### src/rtl/pb_event_gen.sv
// ---------------------------------------------------------------------------
// pb_event_gen
//   Multi-channel push-button front end. Each channel synchronises a raw
//   button level, debounces it with a stable-time filter and turns the
//   debounced level into press/release pulses. A per-channel hold FSM
//   raises long_press after a sustained press and, when enabled, emits
//   auto-repeat pulses while the button stays held.
//
// Ports
//   clk_100       in   1     system clock, rising edge
//   rst           in   1     synchronous active-high reset
//   pb_raw        in   N_CH  asynchronous raw button levels (1 = pressed)
//   repeat_en     in   N_CH  per-channel auto-repeat enable
//   pb_level      out  N_CH  debounced level (registered)
//   press_pulse   out  N_CH  one-cycle pulse on debounced 0->1
//   release_pulse out  N_CH  one-cycle pulse on debounced 1->0
//   long_press    out  N_CH  high while held beyond HOLD_CYCLES
//   repeat_pulse  out  N_CH  one-cycle auto-repeat pulse
//
// Handshake: there is none; every output is a plain registered level or a
// single-cycle strobe valid in the cycle it is high. Consumers need no
// ready signal and must sample every cycle.
//
// Each channel's hold FSM state is kept in g_ch[i].state for observation.
// ---------------------------------------------------------------------------
module pb_event_gen #(
    parameter int N_CH          = 4,
    parameter int DEB_CYCLES    = 20,
    parameter int HOLD_CYCLES   = 50000000,
    parameter int REPEAT_CYCLES = 10000000,
    parameter int CNT_W         = 27
) (
    input  logic            clk_100,
    input  logic            rst,
    input  logic [N_CH-1:0] pb_raw,
    input  logic [N_CH-1:0] repeat_en,
    output logic [N_CH-1:0] pb_level,
    output logic [N_CH-1:0] press_pulse,
    output logic [N_CH-1:0] release_pulse,
    output logic [N_CH-1:0] long_press,
    output logic [N_CH-1:0] repeat_pulse
);

    localparam logic [1:0] ST_RELEASED  = 2'd0;
    localparam logic [1:0] ST_HELD      = 2'd1;
    localparam logic [1:0] ST_REPEATING = 2'd2;

    localparam logic [CNT_W-1:0] DEB_LAST  = CNT_W'(DEB_CYCLES - 1);
    localparam logic [CNT_W-1:0] HOLD_LAST = CNT_W'(HOLD_CYCLES - 1);
    localparam logic [CNT_W-1:0] REP_LAST  = CNT_W'(REPEAT_CYCLES - 1);

    for (genvar i = 0; i < N_CH; i++) begin : g_ch
        logic             s1;
        logic             s2;
        logic             level_q;
        logic             press_q;
        logic             release_q;
        logic             long_q;
        logic             repeat_q;
        logic [CNT_W-1:0] dcnt;
        logic [CNT_W-1:0] hcnt;
        logic [CNT_W-1:0] rcnt;
        logic [1:0]       state;
        logic             flip;

        // The filter commits in this edge: s2 has differed from the
        // debounced level for DEB_CYCLES consecutive edges.
        assign flip = (s2 != level_q) && (dcnt == DEB_LAST);

        always_ff @(posedge clk_100) begin
            if (rst) begin
                s1        <= 1'b0;
                s2        <= 1'b0;
                level_q   <= 1'b0;
                press_q   <= 1'b0;
                release_q <= 1'b0;
                long_q    <= 1'b0;
                repeat_q  <= 1'b0;
                dcnt      <= '0;
                hcnt      <= '0;
                rcnt      <= '0;
                state     <= ST_RELEASED;
            end else begin
                s1 <= pb_raw[i];
                s2 <= s1;

                // Debounce: any agreement with the current level restarts
                // the count, so short glitches never reach pb_level.
                if (s2 != level_q) begin
                    if (dcnt == DEB_LAST) begin
                        level_q <= s2;
                        dcnt    <= '0;
                    end else begin
                        dcnt <= dcnt + 1'b1;
                    end
                end else begin
                    dcnt <= '0;
                end

                press_q   <= flip & s2;
                release_q <= flip & ~s2;
                repeat_q  <= 1'b0;

                // Release is checked first so it beats a hold expiry
                // landing on the same edge.
                if (flip && !s2) begin
                    state  <= ST_RELEASED;
                    hcnt   <= '0;
                    rcnt   <= '0;
                    long_q <= 1'b0;
                end else begin
                    case (state)
                        ST_RELEASED: begin
                            hcnt <= '0;
                            rcnt <= '0;
                            if (flip && s2) begin
                                state <= ST_HELD;
                            end
                        end
                        ST_HELD: begin
                            if (hcnt == HOLD_LAST) begin
                                state    <= ST_REPEATING;
                                long_q   <= 1'b1;
                                repeat_q <= repeat_en[i];
                                rcnt     <= '0;
                            end else begin
                                hcnt <= hcnt + 1'b1;
                            end
                        end
                        ST_REPEATING: begin
                            // rcnt keeps running while repeat_en is low so
                            // re-enabling stays on the original grid.
                            if (rcnt == REP_LAST) begin
                                rcnt     <= '0;
                                repeat_q <= repeat_en[i];
                            end else begin
                                rcnt <= rcnt + 1'b1;
                            end
                        end
                        default: begin
                            state  <= ST_RELEASED;
                            long_q <= 1'b0;
                        end
                    endcase
                end
            end
        end

        assign pb_level[i]      = level_q;
        assign press_pulse[i]   = press_q;
        assign release_pulse[i] = release_q;
        assign long_press[i]    = long_q;
        assign repeat_pulse[i]  = repeat_q;
    end

endmodule

### config.mk
export PLATFORM = sky130hd
export DESIGN_NAME = pb_event_gen
export DESIGN_NICKNAME = d
export VERILOG_FILES = /design/src/rtl/pb_event_gen.sv
export SDC_FILE = /design/constraint.sdc
export NUM_CORES = 1
export LEC_CHECK = 0
export CAP_MARGIN = 20
export CELL_PAD_IN_SITES_DETAIL_PLACEMENT = 0
export CELL_PAD_IN_SITES_GLOBAL_PLACEMENT = 1
export CORE_ASPECT_RATIO = 1.2
export CORE_MARGIN = 3
export CORE_UTILIZATION = 48
export DETAILED_ROUTE_END_ITERATION = 10
export PLACE_DENSITY = 0.82
export SLEW_MARGIN = 15
export SYNTH_ARGS = -nofsm -noshare
export SYNTH_HDL_FRONTEND = slang
export SYNTH_SLANG_ARGS = --single-unit
### constraint.sdc
create_clock -name clk_100 -period 3 [get_ports clk_100]
set_input_delay 0.6 -clock clk_100 [delete_from_list [all_inputs] [get_ports clk_100]]
set_output_delay 0.6 -clock clk_100 [all_outputs]
set_load 0.005 [all_outputs]
==> results_dict.tcl, run 1 <==
set metrics [dict create \
    rsz0062_at_grt "no" \
    synthFlopType "dfxtp_1" \
    synthArstFlopShare 0 \
    max_freq_mhz 372 \
    layout.cells.non_filler 2762 \
    cts.sinks 360 \
    ys_warn_count 0 \
    setup_viol 0 \
    grt_pass1_wl_mm 74.2 \
    outcome "complete, no violations" \
    holdCritPathClass "in -> reg" \
    synth_area_per_cell_sq_um 8.15 \
    ys_ff_latch 360 \
    cts_tree "yes" \
    drt_iter0_markers 855 \
    final_layout_size_suffix_gt1_frac 0.0644 \
    firstDrtPassIters 5 \
    hold_depth 2 \
    pwr-share-comb 0.009 \
    via_per_inst 6.02 \
    startpoint_type "flip-flop" \
    finClkSkew_ns 0.0143 \
    io_buffers 29 \
    grt_usage 0.211 \
    pwr-share-clk 0.507 \
    diodes 0 \
    htree_levels 2 \
    finalCritPeriodShare 0.896 \
    reg2reg_depth 8 \
    leakage_nw 5.81 \
    ir_worst_vdd_v 0.000413 \
    dpl_cell_area_sq_um 19100 \
    dieArea_sq_um 40800 \
    fin_hold_ws_ns 0.391 \
    drv_slew 0 \
    cts_buffer_depth 3 \
    cts_buffers 40 \
    drc 0 \
    path_class "reg -> reg" \
    via_count 16600 \
    switching_share 0.208 \
    drv_cap 0 \
    r2r_slack_ns 0.31 \
    cp-end-kind "flip-flop" \
    core_sq_um 37900 \
    rows 78 \
    ioPinCount 30 \
    synth-edff-count 0 \
    grt-ovfl-total 0 \
    cts-resized-gates 0 \
    power_mw 9.90 \
    max_slew.worst_pin.slew_ns 0.847 \
    post_cts_buffers 0 \
    hold_viol 0 \
    setup_tns_ns 0 \
    detail_route.wl_per_cell_um 15.7 \
    seqPwrFrac 0.484 \
    clk_pin_slew_worst_paths_ns 0.06 \
    wl_mm 43.5 \
    internal-power_mw 7.84 \
    worst_ep_arrival_time_ns 3.17 \
    syn-instance-count 2261 \
    min_period_ns 2.69 \
    areaGrowthSynthToFinish_pct 11.3 \
    gp_congestion 0.842 \
    synth_fp_nets 2297 \
    netlist_area_sq_um 18400 \
    hold_buffers 0 \
    power.switching_mw 2.06 \
    grt_max_degree 54 \
    clk_latency_ns 0.56 \
    postLayoutCellArea_sq_um 20500 \
    ys_seq_area_frac 0.391 \
    p_per_area_nw_per_um2 483 \
    cp.required_ns 3.48 \
    dpl.hpwl_mm 29.7 \
    floorplan.initialDensity 0.486 \
    grt_pass1_vias 15700 \
    worstPathMaxFanout 21 \
    slew_headroom 0.432 \
    drtAntennaViolNets 0 \
    nets 2290 \
    antenna_found_initial 0 \
    root_buffer "clkbuf_16" \
    die_x_um 185 \
    die_height_um 221 \
    post-place-cells 2691 \
    synthDistinctLibCells 76 \
]
-- area by class of cell --
class	count	area (sq um)
Fill cell	3582	17400
Multi-Input combinational cell	1711	10400
Sequential cell	360	7210
Clock buffer	58	1160
Timing Repair Buffer	78	693
Tap cell	480	601
Inverter	63	236
Clock inverter	12	173
-- per-layer routing --
| layer | part of all wire | routed length (um) | vias up | GRT usage |
|---|---|---|---|---|
| met2 | 0.49 | 21300 | 230 | 0.368 |
| met4 | 0.026 | 1140 | 0 | 0.0758 |
| met5 | 0 | 0 | - | 0 |
| met1 | 0.45 | 19800 | 7889 | 0.268 |
| met3 | 0.030 | 1310 | 75 | 0.0276 |
| li1 | - | - | 8422 | - |
-- state kept, by name, indices dropped and copies added, names as in the netlist --
signal	count
g_ch.state	8
g_ch.dcnt	108
g_ch.rcnt	108
g_ch.press_q	4
g_ch.repeat_q	4
g_ch.long_q	4
g_ch.release_q	4
g_ch.hcnt	108
g_ch.s1	4
g_ch.level_q	4
g_ch.s2	4
-- cell usage after synthesis (24+ instances only) --
library cell	instances	share of area
or3_1	70	0.024
inv_1	62	0.013
xor2_1	43	0.020
nand2_1	175	0.036
or4_1	86	0.035
nor4_1	73	0.025
dfxtp_1	360	0.39
nor2_1	208	0.042
and4_1	39	0.019
xnor2_1	79	0.038
o31ai_1	71	0.029
a31oi_1	24	0.0082
a21oi_1	162	0.044
o21ai_0	74	0.020
and3_1	43	0.015
clkbuf_1	91	0.019
nand4_1	105	0.036
nor3_1	76	0.021
ha_1	26	0.018
nand3_1	150	0.041
-- cell usage in the layout, fill, tap and decap left out, types with 73 or more instances in the layout --
master / count
nand2_1: 175
or4_1: 86
xnor2_1: 79
nor2_1: 208
a21oi_1: 160
o21ai_0: 73
nor4_1: 73
nand3_1: 150
nor3_1: 76
dfxtp_1: 360
nand4_1: 105
-- cell families after synthesis --
| kind of cell | Yosys count | synth area share |
|---|---|---|
| simple gates | 1122 | 0.335 |
| mux | 19 | 0.0108 |
| flops | 360 | 0.391 |
| buf+inv | 190 | 0.0444 |
| xor+xnor | 122 | 0.0580 |
| fa+ha+maj | 26 | 0.0177 |
| compound gates | 422 | 0.143 |
-- worst paths after layout --
check,start,endpoint
min,rst,g_ch[1].level_q$_SDFFE_PP0N_
max,g_ch[0].state[0]$_SDFFE_PP0P_,g_ch[0].rcnt[5]$_SDFFE_PP0P_
max reg2reg,g_ch[0].state[0]$_SDFFE_PP0P_,g_ch[0].rcnt[5]$_SDFFE_PP0P_
min reg2reg,g_ch[3].s1$_SDFF_PP0_,g_ch[3].s2$_SDFF_PP0_
-- critical path: stages, from the launching register on --
cell	delay, ns
dfxtp_1	0.32
inv_1	0.10
ha_1	0.34
nor3_1	0.14
or4_1	0.43
o21a_1	0.41
buf_4	0.28
or4_1	0.46
a21oi_1	0.14
-- power groups by stage --
stage / Clock [mW] / Combinational, mW / Sequential (mW)
after global placement: 0 / 0.0878 / 4.90
after detailed placement: 0 / 0.0905 / 4.90
after floorplan: 0 / 0.0442 / 4.90
final: 5.02 / 0.0891 / 4.79
after CTS: 5.19 / 0.0907 / 4.79
after global routing: 5.36 / 0.0973 / 4.79
-- per-stage QoR --
step | setup WS [ns] | util
after detailed placement | 0.334 | 0.505
after global routing | 0.0658 | 0.541
after floorplan | 0.696 | -
after global placement | 0.395 | 0.505
after CTS | 0.320 | 0.541
final | 0.311 | 0.541
(Power assumes the default switching activity.)
==> run 2: changes to the inputs <==
MAX_ROUTING_LAYER = met4   (was default)
==> run 2 against run 1 <==
  * Critical path depth unchanged
  * Sequential power is essentially flat
  * Wire length about the same
  * Sequential share of layout area unchanged
  * Final area is the same
  * Die area stayed put
  * Core utilization unchanged
  * First-iteration DRC count increased by 2.9%
  * Global-route usage grew 0.63 points
  * Power is essentially flat
  * Clock skew shrank 0.00076 ns
  * Via count shrank 0.28%
  * Critical path type unchanged
==> results_dict.tcl, run 2 (same netlist as run 1, synthesis figures left out) <==
set metrics [dict create \
    grt_usage 0.218 \
    p_per_area_nw_per_um2 483 \
    via_per_inst 6.00 \
    leakage_nw 5.81 \
    r2r-start "g_ch[0].state[0]$_SDFFE_PP0P_" \
    core_sq_um 37900 \
    hp-start "rst" \
    grt_pass1_vias 15700 \
    ioPinCount 30 \
    layout_common_cells "360 x dfxtp_1, 208 x nor2_1, 175 x nand2_1" \
    cts_buffer_depth 3 \
    outcome "complete, no violations" \
    root_buffer "clkbuf_16" \
    r2r_end "g_ch[0].rcnt[5]$_SDFFE_PP0P_" \
    gp_congestion 0.855 \
    hold_buffers 0 \
    detail_route.wl_per_cell_um 15.7 \
    clk_latency_ns 0.56 \
    clk_pin_slew_worst_paths_ns 0.06 \
    htree_levels 2 \
    cts_buffers 40 \
    areaGrowthSynthToFinish_pct 11.3 \
    post_cts_buffers 0 \
    setup_viol 0 \
    final_common_cell "dfxtp_1" \
    grt_max_degree 54 \
    grt_pass1_wl_mm 74.2 \
    layout.cells.non_filler 2762 \
    cts.sinks 360 \
    holdCritPathClass "in -> reg" \
    slew_headroom 0.436 \
    firstDrtPassIters 5 \
    critPathMaxStageDelay_ns 0.46 \
    cp.required_ns 3.48 \
    reg.largest.list "g_ch.dcnt x108, g_ch.hcnt x108, g_ch.rcnt x108" \
    dpl.hpwl_mm 29.7 \
    min_period_ns 2.69 \
    ir_worst_vdd_v 0.000414 \
    nets 2290 \
    antenna_found_initial 0 \
    hold_depth 2 \
    min_to "g_ch[1].level_q$_SDFFE_PP0N_" \
    hold_viol 0 \
    worstPathMaxFanout 21 \
    post-place-cells 2691 \
    cp_slowest_cell "or4_1" \
    io_buffers 29 \
    setup_tns_ns 0 \
    final_layout_size_suffix_gt1_frac 0.0644 \
    rsz0062_at_grt "no" \
    cts-resized-gates 0 \
    drt_iter0_markers 880 \
    grt-ovfl-total 0 \
    via_count 16600 \
    max_freq_mhz 372 \
    finClkSkew_ns 0.0135 \
    path_class "reg -> reg" \
    drtAntennaViolNets 0 \
    worst_ep_arrival_time_ns 3.17 \
    drv_cap 0 \
    wl_mm 43.5 \
    worstPathCellList "inv_1 > ha_1 > nor3_1 > or4_1 > o21a_1 > buf_4 > or4_1 > a21oi_1" \
    crit_family "simple AND/OR/NAND/NOR gates" \
    rows 78 \
    fillers 3584 \
    cts_tree "yes" \
    worst_path_most_repeated_cell "or4_1" \
    max_slew.worst_pin.slew_ns 0.840 \
    regArea_sq_um 7210 \
    drv_slew 0 \
    diodes 0 \
    cp-end-kind "flip-flop" \
    r2r_slack_ns 0.31 \
    startpoint_type "flip-flop" \
    finalCritPeriodShare 0.896 \
    die_height_um 221 \
    drc 0 \
    dieArea_sq_um 40800 \
    floorplan.initialDensity 0.486 \
    multi_input_area_sq_um 10400 \
    reg2reg_depth 8 \
    final_util 0.541 \
    crit_buf_inv 2 \
    die_x_um 185 \
]
==> run 2: worst max path at each step <==
stage | startpoint | to | slack (ns) | cells after the start
after global routing | g_ch[0].state[0]$_SDFFE_PP0P_ | g_ch[0].rcnt[5]$_SDFFE_PP0P_ | 0.07 | 8
after global placement | g_ch[0].state[0]$_SDFFE_PP0P_ | g_ch[0].rcnt[5]$_SDFFE_PP0P_ | 0.40 | 8
after CTS | g_ch[0].state[0]$_SDFFE_PP0P_ | g_ch[0].rcnt[5]$_SDFFE_PP0P_ | 0.32 | 8
after floorplan | g_ch[2].rcnt[0]$_SDFFE_PP0P_ | g_ch[2].rcnt[0]$_SDFFE_PP0P_ | 0.70 | 7
final | g_ch[0].state[0]$_SDFFE_PP0P_ | g_ch[0].rcnt[5]$_SDFFE_PP0P_ | 0.31 | 8
after detailed placement | g_ch[0].state[0]$_SDFFE_PP0P_ | g_ch[0].rcnt[5]$_SDFFE_PP0P_ | 0.33 | 8
==> run 2: layer usage <==
metal | vias up | track usage | wire length, um
li1 | 8434 | - | -
met1 | 7851 | 0.270 | 19900
met2 | 202 | 0.367 | 21200
met3 | 82 | 0.0271 | 1240
met4 | 0 | 0.0758 | 1160
met5 | - | - | 0
==> run 2: report_power, final <==
part	leakage (nW)	switching, mW	internal [mW]
Combinational	2.26	0.0603	0.0290
Sequential	2.90	0.00382	4.79
Clock	0.649	2.00	3.03
Total	5.81	2.06	7.84
==> run 2: area by class of cell <==
type                            count  share of cell area
Tap cell                          480              0.0293
Clock buffer                       58              0.0566
Multi-Input combinational cell   1711               0.509
Timing Repair Buffer               78              0.0338
Clock inverter                     12             0.00842
Sequential cell                   360               0.352
Inverter                           63              0.0115
==> run 2: metrics by stage <==
stage          hold WS (ns)  area (sq um)  setup WS [ns]  total power [mW]
2_1_floorplan         0.413         18400          0.696              4.94
3_5_place_dp          0.432         19100          0.334              4.99
3_3_place_gp          0.423         19100          0.395              4.98
6_report              0.390         20500          0.311              9.90
5_1_grt               0.390         20500         0.0658              10.2
4_1_cts               0.359         20500          0.320              10.1
==> run 3: changes to the inputs <==
GPL_ROUTABILITY_DRIVEN = 0   (was default)
==> results of run 3 <==
Final layout, timing and power as in run 2 (identical DEF).
